--- src/rtl/wb_regfile.sv ---
// Write-back stage and 32x32 architectural register file for the MIPS pipeline.
// It provides decode read ports with write-through bypass, a last-commit record, a commit counter and a debug port.
module wb_regfile #(
    parameter int NREG  = 32,
    parameter int CNT_W = 32
) (
    input  logic             clk,
    input  logic             reset,
    input  logic [31:0]      y_mm_wb,
    input  logic [31:0]      data_mm_wb,
    input  logic [4:0]       dstn_mm_wb,
    input  logic             RegWrite_mm_wb,
    input  logic             MemtoReg_mm_wb,
    input  logic [4:0]       rs_id,
    input  logic [4:0]       rt_id,
    output logic [31:0]      rd_a,
    output logic [31:0]      rd_b,
    output logic [31:0]      wb_data,
    output logic             wb_we,
    output logic [4:0]       last_dstn,
    output logic [31:0]      last_data,
    output logic             last_vld,
    output logic [CNT_W-1:0] commit_cnt,
    input  logic [4:0]       dbg_addr,
    output logic [31:0]      dbg_data
);

    logic [31:0]      regs_q [NREG];
    logic [31:0]      regs_d [NREG];
    logic [4:0]       last_dstn_q, last_dstn_d;
    logic [31:0]      last_data_q, last_data_d;
    logic             last_vld_q, last_vld_d;
    logic [CNT_W-1:0] commit_cnt_q, commit_cnt_d;
    logic [31:0]      dbg_data_q, dbg_data_d;

    always_comb begin
        wb_data = MemtoReg_mm_wb ? data_mm_wb : y_mm_wb;
        wb_we   = RegWrite_mm_wb && (dstn_mm_wb != 5'd0);
    end

    // Register 0 never receives a write, so its entry stays at its reset value.
    always_comb begin
        if (rs_id == 5'd0)
            rd_a = '0;
        else if (wb_we && dstn_mm_wb == rs_id)
            rd_a = wb_data;
        else
            rd_a = regs_q[rs_id];

        if (rt_id == 5'd0)
            rd_b = '0;
        else if (wb_we && dstn_mm_wb == rt_id)
            rd_b = wb_data;
        else
            rd_b = regs_q[rt_id];
    end

    always_comb begin
        regs_d       = regs_q;
        last_dstn_d  = last_dstn_q;
        last_data_d  = last_data_q;
        last_vld_d   = wb_we;
        commit_cnt_d = commit_cnt_q;
        dbg_data_d   = (dbg_addr == 5'd0) ? 32'd0 : regs_q[dbg_addr];
        if (wb_we) begin
            regs_d[dstn_mm_wb] = wb_data;
            last_dstn_d        = dstn_mm_wb;
            last_data_d        = wb_data;
            commit_cnt_d       = commit_cnt_q + CNT_W'(1);
        end
    end

    always_ff @(posedge clk) begin
        if (reset) begin
            for (int i = 0; i < NREG; i++) regs_q[i] <= '0;
            last_dstn_q  <= '0;
            last_data_q  <= '0;
            last_vld_q   <= 1'b0;
            commit_cnt_q <= '0;
            dbg_data_q   <= '0;
        end else begin
            regs_q       <= regs_d;
            last_dstn_q  <= last_dstn_d;
            last_data_q  <= last_data_d;
            last_vld_q   <= last_vld_d;
            commit_cnt_q <= commit_cnt_d;
            dbg_data_q   <= dbg_data_d;
        end
    end

    assign last_dstn  = last_dstn_q;
    assign last_data  = last_data_q;
    assign last_vld   = last_vld_q;
    assign commit_cnt = commit_cnt_q;
    assign dbg_data   = dbg_data_q;

endmodule
--- config.mk ---
export PLATFORM = sky130hd
export DESIGN_NAME = wb_regfile
export DESIGN_NICKNAME = d
export VERILOG_FILES = /design/src/rtl/wb_regfile.sv
export SDC_FILE = /design/constraint.sdc
export NUM_CORES = 2
export LEC_CHECK = 0
export BUFFER_PORTS_ARGS = -buffer_cell sky130_fd_sc_hd__buf_2
export CELL_PAD_IN_SITES_DETAIL_PLACEMENT = 1
export CELL_PAD_IN_SITES_GLOBAL_PLACEMENT = 2
export CORE_MARGIN = 2
export CORE_UTILIZATION = 45
export CTS_CLUSTER_DIAMETER = 40
export CTS_CLUSTER_SIZE = 10
export DETAILED_ROUTE_END_ITERATION = 8
export MAX_ROUTING_LAYER = met4
export PLACE_DENSITY = 0.88
export SLEW_MARGIN = 20
export SYNTH_ARGS = -nofsm -noshare
export SYNTH_HDL_FRONTEND = slang
export SYNTH_SLANG_ARGS = --single-unit
--- constraint.sdc ---
create_clock -name clk -period 5.4 [get_ports clk]
set_input_delay 0.81 -clock clk [delete_from_list [all_inputs] [get_ports clk]]
set_output_delay 0.81 -clock clk [all_outputs]
set_load 0.05 [all_outputs]
Word-level counts from Yosys, hierarchy flattened
Index checks and enable logic that the tools add are counted.
- bits in registers: 1126
- bits in latches: 0
- bits in writable memories: 0
- memory bits (read-only): 0
- bits of input ports: 88
- output and inout bits: 199
- logic and storage cells: 75
- memories: 0
- add/subtract/negate cells: 1
- multiply operators: 0
- divide/modulo/power cells: 0
- order comparisons: 5
- equal/unequal tests: 2
- shift operators: 0
- muxes and demuxes: 17
- bitwise logic cells: 4
- reduce and logical (&&, ||, !) cells: 9
- operators with widths (operator ; count):
    1024-bit bitwise mux ; 1
    32-bit binary-select mux with 5-bit select ; 3
    32-bit two-way mux ; 12
    32-bit demux with 5-bit select ; 1
    32-bit by 1-bit adder with 32-bit output (second input constant) ; 1
    6-bit >= comparator (second input constant) ; 4
    5-bit inverter with 6-bit output ; 4
    5-bit zero test ; 3
    5-bit equality test ; 2
    6-bit by 1-bit < comparator with 1-bit output (second input constant) ; 1
    5-bit nonzero test ; 1
    1-bit logical AND ; 4
    2-bit OR reduction ; 1

Depth between registers and ports, before layout
- depth after elaboration: 6
- mapped depth: 11
- gate-level depth less buffers: 7

Worst setup path before layout
OpenSTA, ideal clock, no wires.
- path kind: input -> output
- start: input port dstn_mm_wb[4]
- end: output port rd_a[10]
- data arrival time: 3411 ps
- data required time: 4590 ps
- slack: 1179 ps
- stages on the path: 8
- buffers on the path: 3
- cells stage by stage: or3_1 -> buf_2 -> o21ai_4 -> inv_2 -> and4_1 -> buf_2 -> buf_2 -> a221oi_1
- longest elaborated chain between the ends: 5
- elaborated cells on any way between the ends: 6
- those cells by class: 1 x eq/ne; 2 x mux; 3 x reduce/logical
- RTL lines (what ; RTL line ; source):
    start, declared ; 11 ; input logic [4:0] dstn_mm_wb,
    5-bit nonzero test ; 38 ; wb_we = RegWrite_mm_wb && (dstn_mm_wb != 5'd0);
    1-bit logical AND ; 38 ;
    1-bit logical AND (*) ; 45 ; else if (wb_we && dstn_mm_wb == rs_id)
    32-bit two-way mux (*) ; 45 ;
    32-bit two-way mux (*) ; 43 ; if (rs_id == 5'd0)
    end, declared ; 16 ; output logic [31:0] rd_a,
Every way passes the cells marked *; elsewhere a longest branch is shown, timed or not.

Final worst setup path
- start: input port rs_id[2]
- end: output port rd_a[24]
- longest elaborated chain between the ends: 6
- elaborated cells on any way between the ends: 9
- those cells by class: 1 x eq/ne; 5 x mux; 1 x bitwise; 2 x reduce/logical
- RTL lines (what ; RTL line ; source):
    start, declared ; 14 ; input logic [4:0] rs_id,
    5-bit inverter with 6-bit output (not written as such) ; 48 ; rd_a = regs_q[rs_id];
    32-bit binary-select mux with 5-bit select ; 48 ;
    32-bit two-way mux (not written as such) (2 in a row) ; 48 ;
    32-bit two-way mux ; 45 ;
    32-bit two-way mux (*) ; 43 ;
Every way passes the cells marked *; elsewhere a longest branch is shown, timed or not. The select of a mux whose other input is x is not followed.

==> reports/results.txt <==
Status: complete, no violations
Setup crit end: rd_a[24]
Depth of the worst register-to-register path: 6
Syn_area_per_cell: 10.3 um2
Max Buffers Root-to-Sink: 3
Max_slew headroom: 21.6%
Synth Register Bits: 1126
Final setup fails: 0
H-tree depth reported by CTS: 4
Maximum clock frequency: 205 MHz
Synth Flop Type: dfxtp_1
Slew Limit Fails: 0
RR Endpoint: commit_cnt[27]
Area Growth Syn to Fin: 16.9%
Post-synth EDFFs: 0
Fin crit share: 90.2%
Distinct cells, synth: 60
Crit path DAT: 4.06 ns
Global placer's final weighted congestion: 0.921
Critical Path Source Type: input port
Die Height: 379 um
Cells after Synth: 6128
Unrepaired setup endpoints after global routing: no
Cts hold-fix bufs: 0
Pwr dens: 324 nW/um2
Die area: 144000 um2
Global-route wire length before repair: 405000 um
Min cycle time layout: 4.87 ns
CP Class: input port to output port
Setup WS post-layout: 0.527 ns
Required time worst endpoint: 4.59 ns
Total GRT Usage: 39.5%
Site row count: 137
Sequential share of the synthesized area: 35.5%
Average vias per placed instance: 7.12
Vias in the first global route: 58100
DRT Pass-1 Iters: 8
Syn. warnings: 0
Grt total ovfl: 0
Fin Clk Skew: 0.0217 ns
Dpl ws: 0.632 ns
Flop-to-flop setup slack: 2.85 ns
Syn nets: 6217
Async SR Flop Fraction: 0%
Die width: 379 um
Effective utilization at floorplan: 45.4%
Leakage: 0.0248 uW
Routed Antenna Nets: 0
Largest net degree at the start of global routing: 214
Slew @ Worst Pin: 1.17 ns
Hold slack: 0.324 ns
CTS root buffer: clkbuf_16
Core area: 140000 um2
Clk sinks: 1126
Hold Crit Class: input port to register
CTS tree: done
Antenna violations before repair: 31
Peak supply drop: 0.000240 V
Drt total wl: 280000 um
IO Pins: 287
WL per Instance: 34.2 um
Port Buf Inserts: 286
Post-Syn Area: 63400 um2
Post-route DRC: 0
CTS clock-pin slew for the worst setup and hold paths: 0.06 ns
Vias: 58300
Clock Latency Late Sink: 0.83 ns
# Max-Cap Violations: 0
CP max FO: 25
DP Wirelength: 171000 um
Critical Path Sink Type: output port
Worst setup path startpoint: rs_id[2]
Share of cells above drive strength 1: 26.5%
Final net count: 6213
Hold Fails Final Rpt: 0
Setup bufs post-CTS: 0
Drt first-iter violations: 8110
Setup TNS: 0 ns
RR Startpoint: commit_cnt[4]
Num CTS Buffers: 189
Post-CTS sizing: 0
## report_power, final
group,total (uW),switching [uW],internal (uW)
clock network,12600,4610,7950
registers,8570,124,8450
logic,2910,2030,880
total,24000,6760,17300
## sequential cells by signal, summed over array words and instances (netlist names)
name        flops
dbg_data       32
last_data      32
regs_q       1024
last_dstn       5
last_vld        1
commit_cnt     32
## how the worst min path moves through the flow
stage / from / endpoint / cells past startpoint
global route: dstn_mm_wb[1] / last_dstn[1] / 3
detailed placement: last_dstn[1] / last_dstn[1] / 2
finish: dstn_mm_wb[1] / last_dstn[1] / 3
CTS: dstn_mm_wb[1] / last_dstn[1] / 3
global placement: last_dstn[1] / last_dstn[1] / 2
floorplan: regs_q[1000] / regs_q[1000] / 1
## metal layers
metal	up-vias	global-route usage, %	wire length, um
met3	910	12.0	34800
met1	29800	49.5	107000
met4	0	21.2	15100
li1	23700	-	-
met5	-	-	0
met2	3857	57.0	123000
## cells by family (layout without fill, tap and decap cells)
logic type                 after synthesis  count (layout)  share of synthesized area, %
AOI/OAI and AO/OA                     1555            1555                          18.1
and+or+nand+nor                       1518            1518                          9.78
DFF                                   1126            1126                          35.5
muxes                                 1111            1111                          30.6
buffers and inverters                  776             929                          5.38
xor gates and xnor gates                41              41                         0.566
adders and majority gates                1               1                        0.0197
other                                    0              28                             0
## cell usage in the layout, fill, tap and decap left out, types with 33 or more instances in the layout
| master | instances |
|---|---|
| buf_12 | 61 |
| nor2b_1 | 40 |
| o221ai_1 | 64 |
| clkbuf_16 | 196 |
| mux2_2 | 39 |
| nor3_1 | 48 |
| mux4_2 | 657 |
| mux2i_1 | 383 |
| a211oi_1 | 1056 |
| o22ai_1 | 63 |
| o21ai_0 | 58 |
| a21oi_1 | 94 |
| inv_1 | 41 |
| nor2_1 | 1191 |
| buf_4 | 205 |
| buf_2 | 260 |
| nor4_1 | 33 |
| nand2_1 | 70 |
| dfxtp_1 | 1126 |
## final cells by class
class                      count  area, um2
fill                       14700      65600
inverter                      44        169
antenna                       28       70.1
clock buffer                 240       5290
sequential                  1126      22500
timing repair buffer         537       4230
multi-input combinational   4226      38200
tap                         1876       2350
clock inverter               108       1290
## cells in the mapped netlist (all sizes together) (7+ instances only)
cell | n | share of area, %
mux2 | 39 | 0.69
o311ai | 10 | 0.14
nor2 | 1227 | 7.3
buf | 210 | 2.0
nand4 | 10 | 0.099
nor2b | 41 | 0.40
mux2i | 415 | 6.6
xnor2 | 17 | 0.23
nand2 | 70 | 0.41
a22oi | 28 | 0.36
o21ai | 87 | 0.70
dfxtp | 1126 | 36
and3 | 7 | 0.069
xor2 | 24 | 0.33
nor3 | 48 | 0.38
nand3 | 31 | 0.24
nand2b | 10 | 0.099
a21oi | 94 | 0.74
o31a | 32 | 0.44
nor4 | 36 | 0.37
o211ai | 10 | 0.12
mux4 | 657 | 23
o22ai | 63 | 0.62
a221o | 19 | 0.30
o31ai | 36 | 0.43
a211oi | 1056 | 13
o221ai | 64 | 0.88
and2 | 15 | 0.15
clkbuf | 522 | 3.1
a221oi | 44 | 0.75
inv | 44 | 0.26
## stage by stage
stage | instance area (um2) | utilization, % | instances | power (uW)
final | 74100 | 53.1 | 8185 | 24000
after global routing | 74100 | 53.1 | 8184 | 24500
after CTS | 74000 | 53.0 | 8155 | 24000
after detailed placement | 67400 | 48.2 | 7807 | 11500
after global placement | 67400 | 48.2 | 7807 | 11500
after floorplan | 63400 | - | 6128 | 10500
## worst max-delay path, cell delays in order
cell      delay, ns
buf_4          0.49
and2_2         0.90
buf_4          0.38
a221oi_1       0.15
nor2_1         0.12
nor2_1         0.05
a221oi_1       0.55
a21oi_1        0.28
buf_2          0.28
No activity file was read; power rests on OpenSTA's default activity.
